File: config.mk
export PLATFORM = sky130hd
export DESIGN_NAME = fp32_to_bf16_packer
export DESIGN_NICKNAME = d
export VERILOG_FILES = /design/src/rtl/systolic_fp_pkg.sv /design/src/rtl/fp32_to_bf16_rne.sv /design/src/rtl/fp32_to_bf16_packer.sv
export SDC_FILE = /design/constraint.sdc
export NUM_CORES = 1
export LEC_CHECK = 0
export BUFFER_PORTS_ARGS = -buffer_cell sky130_fd_sc_hd__buf_2
export CORE_ASPECT_RATIO = 0.7
export CORE_MARGIN = 10
export CORE_UTILIZATION = 25
export DETAILED_ROUTE_END_ITERATION = 7
export PLACE_DENSITY_LB_ADDON = 0.15
export SYNTH_ARGS = -nofsm -noshare
export SYNTH_HDL_FRONTEND = slang
export SYNTH_HIERARCHICAL = 1
export SYNTH_SLANG_ARGS = --single-unit
export TNS_END_PERCENT = 10
File: constraint.sdc
create_clock -name clk -period 1.7 [get_ports clk]
set_input_delay 0.34 -clock clk [delete_from_list [all_inputs] [get_ports clk]]
set_output_delay 0.34 -clock clk [all_outputs]
set_load 0.01 [all_outputs]
File: src/rtl/systolic_fp_pkg.sv
// Shared types and constants for the systolic array FP drain path.
// The BF16_SATURATE_EN macro (used by fp32_to_bf16_rne) selects saturation
// instead of overflow-to-Inf for finite values that round past max finite.
package systolic_fp_pkg;

  typedef logic [31:0] fp32_t;
  typedef logic [15:0] bf16_t;

  // Magnitude encodings (sign bit is prepended by the user).
  localparam logic [14:0] BF16_QNAN = 15'h7FC0;
  localparam logic [14:0] BF16_INF  = 15'h7F80;
  localparam logic [14:0] BF16_MAXF = 15'h7F7F;
  localparam logic [31:0] RNE_BIAS  = 32'h7FFF;

  // Halfword packer state: EMPTY has no pending low half, HALF holds one.
  typedef enum logic [0:0] {
    PK_EMPTY = 1'b0,
    PK_HALF  = 1'b1
  } pk_state_e;

  // True when the FP32 value encodes a NaN.
  function automatic logic fp32_is_nan(input fp32_t x);
    return (x[30:23] == 8'hFF) && (x[22:0] != 23'h0);
  endfunction

endpackage

File: src/rtl/fp32_to_bf16_rne.sv
// Combinational FP32 -> BF16 narrowing with fast round-to-nearest-even.
// NaN -> quiet NaN, zero/subnormal -> signed zero, Inf passes through.
// Macro BF16_SATURATE_EN: finite values rounding into exp 8'hFF give
// +/- max finite instead of +/- Inf.
module fp32_to_bf16_rne
  import systolic_fp_pkg::*;
(
  input  fp32_t x,
  output bf16_t y
);

  logic  sign_s;
  logic  [7:0] exp_s;
  bf16_t rnd_s;

  assign sign_s = x[31];
  assign exp_s  = x[30:23];
  // Bias of 0x7FFF plus the kept lsb rounds ties toward the even result.
  assign rnd_s  = bf16_t'((x + RNE_BIAS + {31'h0, x[16]}) >> 16);

  // Special-case selection in priority order, then rounded value.
  always_comb begin
    y = rnd_s;
    if (fp32_is_nan(x)) begin
      y = {sign_s, BF16_QNAN};
    end else if (exp_s == 8'h00) begin
      y = {sign_s, 15'h0000};
    end else if (exp_s == 8'hFF) begin
      y = {sign_s, BF16_INF};
    end else if (rnd_s[14:7] == 8'hFF) begin
`ifdef BF16_SATURATE_EN
      y = {sign_s, BF16_MAXF};
`else
      y = {sign_s, BF16_INF};
`endif
    end else begin
      y = rnd_s;
    end
  end

endmodule

File: src/rtl/fp32_to_bf16_packer.sv
// Streaming FP32 -> BF16 narrowing and two-per-word packer.
// Stage S1 holds one rounded element; the output register holds one word.
// Rounding behaviour on overflow follows the BF16_SATURATE_EN macro inside
// fp32_to_bf16_rne.
module fp32_to_bf16_packer
  import systolic_fp_pkg::*;
(
  input  logic        clk,
  input  logic        rst_n,
  input  logic        in_valid,
  output logic        in_ready,
  input  logic [31:0] in_data,
  input  logic        in_last,
  output logic        out_valid,
  input  logic        out_ready,
  output logic [31:0] out_data,
  output logic [1:0]  out_keep
);

  bf16_t       rne_y_s;
  logic        ready_en_r;
  logic        s1_valid_r;
  logic        s1_last_r;
  bf16_t       s1_data_r;
  bf16_t       low_r;
  pk_state_e   state_r;
  pk_state_e   state_nxt_s;
  logic        out_valid_r;
  logic [31:0] out_data_r;
  logic [1:0]  out_keep_r;
  logic        out_space_s;
  logic        s1_adv_s;
  logic        low_load_s;
  logic        word_load_s;
  logic [31:0] word_data_s;
  logic [1:0]  word_keep_s;
  logic        accept_s;

  fp32_to_bf16_rne u_rne (
    .x (in_data),
    .y (rne_y_s)
  );

  // Output register can take a word if empty or being drained this edge.
  assign out_space_s = !out_valid_r || out_ready;
  assign in_ready    = ready_en_r && (!s1_valid_r || s1_adv_s);
  assign accept_s    = in_valid && in_ready;

  assign out_valid = out_valid_r;
  assign out_data  = out_data_r;
  assign out_keep  = out_keep_r;

  // Hold in_ready low until the first edge after reset release.
  always_ff @(posedge clk or negedge rst_n) begin
    if (!rst_n) begin
      ready_en_r <= 1'b0;
    end else begin
      ready_en_r <= 1'b1;
    end
  end

  // S1: rounded element, its last flag and valid bit.
  always_ff @(posedge clk or negedge rst_n) begin
    if (!rst_n) begin
      s1_valid_r <= 1'b0;
      s1_last_r  <= 1'b0;
      s1_data_r  <= 16'h0000;
    end else if (accept_s) begin
      s1_valid_r <= 1'b1;
      s1_last_r  <= in_last;
      s1_data_r  <= rne_y_s;
    end else if (s1_adv_s) begin
      s1_valid_r <= 1'b0;
    end
  end

  // Packer state register.
  always_ff @(posedge clk or negedge rst_n) begin
    if (!rst_n) begin
      state_r <= PK_EMPTY;
    end else begin
      state_r <= state_nxt_s;
    end
  end

  // Packer next state, S1 advance and word formation.
  always_comb begin
    state_nxt_s = state_r;
    s1_adv_s    = 1'b0;
    low_load_s  = 1'b0;
    word_load_s = 1'b0;
    word_data_s = 32'h0000_0000;
    word_keep_s = 2'b00;
    case (state_r)
      PK_EMPTY: begin
        if (s1_valid_r && !s1_last_r) begin
          low_load_s  = 1'b1;
          s1_adv_s    = 1'b1;
          state_nxt_s = PK_HALF;
        end else if (s1_valid_r && s1_last_r && out_space_s) begin
          // Flush a lone element as a single-halfword word.
          word_load_s = 1'b1;
          word_data_s = {16'h0000, s1_data_r};
          word_keep_s = 2'b01;
          s1_adv_s    = 1'b1;
        end else begin
          state_nxt_s = PK_EMPTY;
        end
      end
      PK_HALF: begin
        if (s1_valid_r && out_space_s) begin
          // Completing element; in_last has no further effect here.
          word_load_s = 1'b1;
          word_data_s = {s1_data_r, low_r};
          word_keep_s = 2'b11;
          s1_adv_s    = 1'b1;
          state_nxt_s = PK_EMPTY;
        end else begin
          state_nxt_s = PK_HALF;
        end
      end
      default: begin
        state_nxt_s = PK_EMPTY;
      end
    endcase
  end

  // Pending low halfword while in HALF.
  always_ff @(posedge clk or negedge rst_n) begin
    if (!rst_n) begin
      low_r <= 16'h0000;
    end else if (low_load_s) begin
      low_r <= s1_data_r;
    end
  end

  // Output word register; contents hold steady while stalled.
  always_ff @(posedge clk or negedge rst_n) begin
    if (!rst_n) begin
      out_valid_r <= 1'b0;
      out_data_r  <= 32'h0000_0000;
      out_keep_r  <= 2'b00;
    end else if (word_load_s) begin
      out_valid_r <= 1'b1;
      out_data_r  <= word_data_s;
      out_keep_r  <= word_keep_s;
    end else if (out_ready) begin
      out_valid_r <= 1'b0;
    end
  end

endmodule

==> results of run 1 <==
## routing by layer
metal	global-route usage, %	vias up
met2	13.9	65
met1	14.6	1149
met3	3.48	4
li1	-	1175
met4	3.23	0
met5	0	-
## metrics by stage
| step | cell area, sq um | utilization (%) |
|---|---|---|
| floorplan | 3290 | - |
| CTS | 4270 | 33.7 |
| global placement | 3960 | 31.2 |
| detailed placement | 3960 | 31.2 |
| finish | 4300 | 33.9 |
| global route | 4300 | 33.9 |
## worst max-delay path: cells and delay by family, from the launching register on
| kind | cells | cell delay (ns) |
|---|---|---|
| and+or+nand+nor | 3 | 0.48 |
| buffers and inverters | 1 | 0.09 |
| DFF | 1 | 0.39 |
## flip-flops by register name, indices dropped and copies added (netlist names)
register	cells
out_data	32
out_valid	1
s1_valid_r	1
ready_en_r	1
s1_last_r	1
out_keep	2
state_r	1
low_r	16
s1_data_r	16
## cell families (layout without fill, tap and decap cells)
family	after synthesis	after routing	share of synthesized area, %
AOI/OAI and AO/OA	48	48	12.2
xor gates and xnor gates	8	8	2.13
buffers and inverters	25	120	4.25
DFF	71	71	53.9
muxes	33	33	12.4
other	1	1	0.114
and+or+nand+nor	77	77	15.0
## synth_stat cells, types with 2 or more instances
cell type  instances
dfrtp_1           71
mux2_2            23
and4_1            17
a221o_1           16
a22o_1            16
nand2_1           14
nor2_1            13
mux2_4            10
buf_2              8
nor4_1             7
clkbuf_1           6
inv_1              6
xnor2_1            6
a21oi_1            5
nand3_1            5
and3_1             3
nand2b_1           3
nor3_1             3
o21ai_0            3
a21o_1             2
a31oi_1            2
buf_6              2
nand4_1            2
xor2_1             2
## power breakdown
group	internal (W)	switching [W]
clock network	0.00114	0.000729
logic	0.00100	0.000858
registers	0.00234	0.000413
total	0.00448	0.00200
## timing repair
item | in CTS | in global routing
resized for setup | 1 | 5
setup endpoints to repair | 1 | 1
pin swaps | 0 | 2
buffers inserted | 2 | 2
## area by class of cell
cell class	instances	share of cell area (%)
clock buffer	9	5.23
clock inverter	7	1.69
inverter	6	0.523
multi-input combinational	167	32.3
sequential	71	41.3
tap	162	4.71
timing repair buffer	98	14.2
## how the worst min path moves through the flow
stage,startpoint,endpoint,slack (ns),depth (start not counted)
final,rst_n,out_data[2]$_DFFE_PN0P_,0.05,2
after global routing,rst_n,out_data[2]$_DFFE_PN0P_,0.08,2
after CTS,rst_n,s1_last_r$_DFFE_PN0P_,0.05,2
after detailed placement,rst_n,ready_en_r$_DFF_PN0_,0.40,2
after global placement,rst_n,out_data[2]$_DFFE_PN0P_,0.41,2
after floorplan,rst_n,low_r[0]$_DFFE_PN0P_,0.04,0
==> impl_metrics.yaml, run 1 <==
outcome:
  outcome: "finished clean"
setup_path:
  reg2regPathDepth: 5
  critPathLaunchType: "flip-flop"
  critical_path.max_stage_delay_ns: 0.39
  cp-end-kind: "output pin"
  r2r_end: "low_r[8]$_DFFE_PN0P_"
  crit_chain: "or2_4 -> nand2_4 -> and2_4 -> buf_6"
  rr_startpoint: "s1_last_r$_DFFE_PN0P_"
  crit_end: "in_ready"
  path_max_fanout: 4
  crit_arrival_ns: 1.29
  crit_path_start: "s1_last_r$_DFFE_PN0P_"
  critical_path_class: "flip-flop to output pin"
  critPathRequiredTime_ns: 1.36
  worst_path_max_delay_cell: "dfrtp_1"
  r2r_slack_ns: 0.12
global_route:
  grt_pass1_wl_microns: 14500
  antenna_found_initial: 0
  grt_max_degree: 72
  grt_pass1_vias: 2685
  grt-ovfl-total: 0
  grtUsageTotal_pct: 10.2
cts:
  clockRootBuffer: "clkbuf_16"
  clk-insertion-delay-late_ns: 0.33
  cts_buffers: 9
  cts.path.max_buffers: 2
  cts_tree: "done"
  cts_max_level: 3
  clock-sinks: 71
  hold_buffers: 0
  clk_pin_slew_worst_paths_ns: 0.06
synthesis:
  yosysUniqueCellTypes: 42
  synth_flop_cell: "dfrtp_1"
  syn_avg_cell_area_sq_um: 12.5
  netlist.area_leader.share_pct: 53.9
  async_flop_share_pct: 100
  ys_seq_elements: 71
  synth_cells: 263
  synth_area_sq_um: 3290
  ys_seq_area_share_pct: 53.9
  syn-num-nets: 300
  synth_edf_count: 0
  synth_top_area_cell: "dfrtp_1"
  synth_area_leaders: "dfrtp_1, mux2_2, a221o_1"
  ys_warn_count: 6
job:
  maxCapViolCount: 0
finish:
  syn_to_final_growth_pct: 30.6
  fillers: 1277
  final_cell_mix: "buf_2, dfrtp_1, mux2_2"
  drive_above_1_share_pct: 43.6
  multi_input_area_sq_um: 1390
  antenna_cells: 0
  fin_cells: 520
  register_area_sq_um: 1780
  nets: 390
placement:
  dp_slack_ns: 0.0204
  port_buffers: 72
  globalplace.congestion: 0.717
  dpl.hpwl_microns: 6380
  post-place-cells: 500
power:
  total_power_w: 0.00648
  p_leak_nw: 2.05
  vdd_ir_drop_max_uv: 405
  power_density_nw_per_um2: 1510
timing:
  fin_ws_ns: 0.0705
  period_share_pct: 95.9
  finalSetupViolations: 0
  finalClockSkew_ns: 0.00759
  final_hold_viol_count: 0
  rsz0062_at_grt: "no"
  report.final.slew_viol_count: 0
  fin_crit_ns: 1.63
  tns_ns: 0
  fin_hold_ws_ns: 0.0475
  clock.fmax_ghz: 0.614
floorplan:
  fp.dieW_microns: 157
  start_util_pct: 26.0
  io_pins: 73
  die_y_microns: 116
  core-area_sq_um: 12700
  die-area_sq_um: 18200
  row_count: 34
drt:
  dr.first_iter.drc_count: 113
  top_layer_used: "met4"
  first_pass_iters: 4
  drc: 0
  wl_met3_microns: 521
  drt-wirelength-per-cell_microns: 17.3
  met2_length_microns: 3550
  wl_microns: 8970
  drtAntennaViolNets: 0
  vias: 2393
  met1_length_microns: 4850
  vias_per_cell: 4.60
worst_hold_path:
  min_path_type: "input pin to asynchronous set/reset pin"
Note: power is estimated with default switching activity, not from simulation.
==> run 2, diff against run 1 <==
--- a/config.mk
+++ b/config.mk
@@ -8,7 +8,7 @@
 export BUFFER_PORTS_ARGS = -buffer_cell sky130_fd_sc_hd__buf_2
 export CORE_ASPECT_RATIO = 0.7
 export CORE_MARGIN = 10
-export CORE_UTILIZATION = 25
+export CORE_UTILIZATION = 54
 export DETAILED_ROUTE_END_ITERATION = 7
 export PLACE_DENSITY_LB_ADDON = 0.15
 export SYNTH_ARGS = -nofsm -noshare
==> constraint.sdc (replaced) <==
create_clock -name clk -period 1.78 [get_ports clk]
set_input_delay 0.356 -clock clk [delete_from_list [all_inputs] [get_ports clk]]
set_output_delay 0.356 -clock clk [all_outputs]
set_load 0.01 [all_outputs]
==> impl_metrics.yaml, run 2 (synthesis gave the netlist of run 1 again) <==
cts:
  clk-insertion-delay-late_ns: 0.35
  clockRootBuffer: "clkbuf_8"
  cts_tree: "done"
  clock-sinks: 71
  hold_buffers: 0
  cts.path.max_buffers: 2
  clk_pin_slew_worst_paths_ns: 0.07
  cts_max_level: 3
  cts_buffers: 9
power:
  switching_power_w: 0.00179
  pwr-share-clk_pct: 25.5
  intPower_w: 0.00410
  seq_power_share_pct: 44.5
  power_density_nw_per_um2: 1450
  p_leak_nw: 1.97
  pwr-share-comb_pct: 30.1
  p_sw_share_pct: 30.4
  total_power_w: 0.00588
  vdd_ir_drop_max_uv: 501
setup_path:
  r2r_slack_ns: 0.17
  critPathRequiredTime_ns: 1.42
  cp-end-kind: "output pin"
  critical_path_class: "flip-flop to output pin"
  critPathLaunchType: "flip-flop"
  path_max_fanout: 4
  crit_arrival_ns: 1.34
global_route:
  antenna_found_initial: 0
  grtUsageTotal_pct: 16.6
  grt_max_degree: 72
  grt_pass1_vias: 2541
  grt-ovfl-total: 0
  grt_pass1_wl_microns: 13000
timing:
  slew_headroom_pct: 66.1
  tightest_slew_ns: 0.506
  clock.fmax_ghz: 0.590
  final_hold_viol_count: 0
  finalSetupViolations: 0
  fin_hold_ws_ns: 0.0254
  report.final.slew_viol_count: 0
  fin_crit_ns: 1.70
  finalClockSkew_ns: 0.00655
  period_share_pct: 95.2
  rsz0062_at_grt: "yes"
finish:
  largest_reg_flops: 32
  final_cell_mix: "buf_2, dfrtp_1, mux2_2"
  layout_commonest_cell: "buf_2"
  drive_above_1_share_pct: 42.0
  nets: 383
  antenna_cells: 0
  syn_to_final_growth_pct: 22.9
floorplan:
  die_y_microns: 85.4
  die-area_sq_um: 9670
  io_pins: 73
  row_count: 23
  start_util_pct: 56.7
  fp.dieW_microns: 113
  core-area_sq_um: 5810
drt:
  first_pass_iters: 4
  dr.first_iter.drc_count: 133
  drc: 0
  wl_microns: 7670
  drtAntennaViolNets: 0
  drt-wirelength-per-cell_microns: 18.0
  vias_per_cell: 5.82
  vias: 2473
placement:
  port_buffers: 72
  globalplace.congestion: 0.810
  dpl.hpwl_microns: 5580
outcome:
  outcome: "finished clean"
job:
  maxCapViolCount: 0
worst_hold_path:
  min_path_type: "input pin to asynchronous set/reset pin"
## run 2: changes by cell type in the layout (fill, tap and decap cells not counted), moves of 2 or more
cell / previous run / this run
buf_12: 4 / 2
bufinv_16: 1 / 3
clkbuf_16: 9 / 0
clkbuf_8: 0 / 9
buf_4: 22 / 17
## run 2: path summary, 6_finish.rpt
kind	from	to	depth (start not counted)
setup / recovery	state_r$_DFF_PN0_	in_ready	4
hold / removal	rst_n	out_data[0]$_DFFE_PN0P_	2
setup reg to reg	state_r$_DFF_PN0_	out_data[19]$_DFFE_PN0P_	6
hold reg to reg	out_data[20]$_DFFE_PN0P_	out_data[20]$_DFFE_PN0P_	1
max in group asynchronous	rst_n	state_r$_DFF_PN0_	2
min in group clk	in_last	s1_last_r$_DFFE_PN0P_	3
## run 2: critical path: stages, from the launching register on
cell     delay (ns)
dfrtp_2        0.41
or2_4          0.27
nand2_2        0.07
and2_1         0.11
buf_2          0.12
## run 2: layout make-up
class                   instances  area, sq um
repair buffers                 91          528
flip-flops and latches         71         1780
well taps                      75         93.8
multi-input cells             167         1390
clock inverters                 6          110
clock buffers                   9          124
fillers                       429         1770
inverters                       6         22.5
## run 2: power by group through the flow
stage	clock network (W)	logic (W)	registers, W
5_1_grt	0.00161	0.00194	0.00270
4_1_cts	0.00152	0.00178	0.00261
3_3_place_gp	0	0.00167	0.00264
6_report	0.00150	0.00177	0.00262
3_5_place_dp	0	0.00172	0.00265
2_1_floorplan	0	0.000883	0.00271
## run 2: per-layer routing
metal  share of wire [%]  track usage (%)  routed length, microns
met1                  49             23.2                    3730
met2                  41             22.7                    3180
met3                 8.6             6.61                     663
met4                 1.3             5.17                     100
met5                   0                0                       0
## run 2: metrics by stage
stage                     instance area [sq um]  util (%)  instances  setup slack [ns]  setup TNS, ns
after floorplan                            3290         -        263             0.109              0
final                                      4050      69.6        425            0.0848              0
after global placement                     3780      65.1        408             0.103              0
after CTS                                  4030      69.4        425            0.0276              0
after global routing                       4050      69.6        425         -0.000381      -0.000381
after detailed placement                   3780      65.1        408            0.0346              0
## run 2: timing repair
item | in CTS | in global routing
setup buffers | 2 | 0
resized for setup | 1 | 3
pin swaps | 0 | 0
setup endpoints to repair | 1 | 12
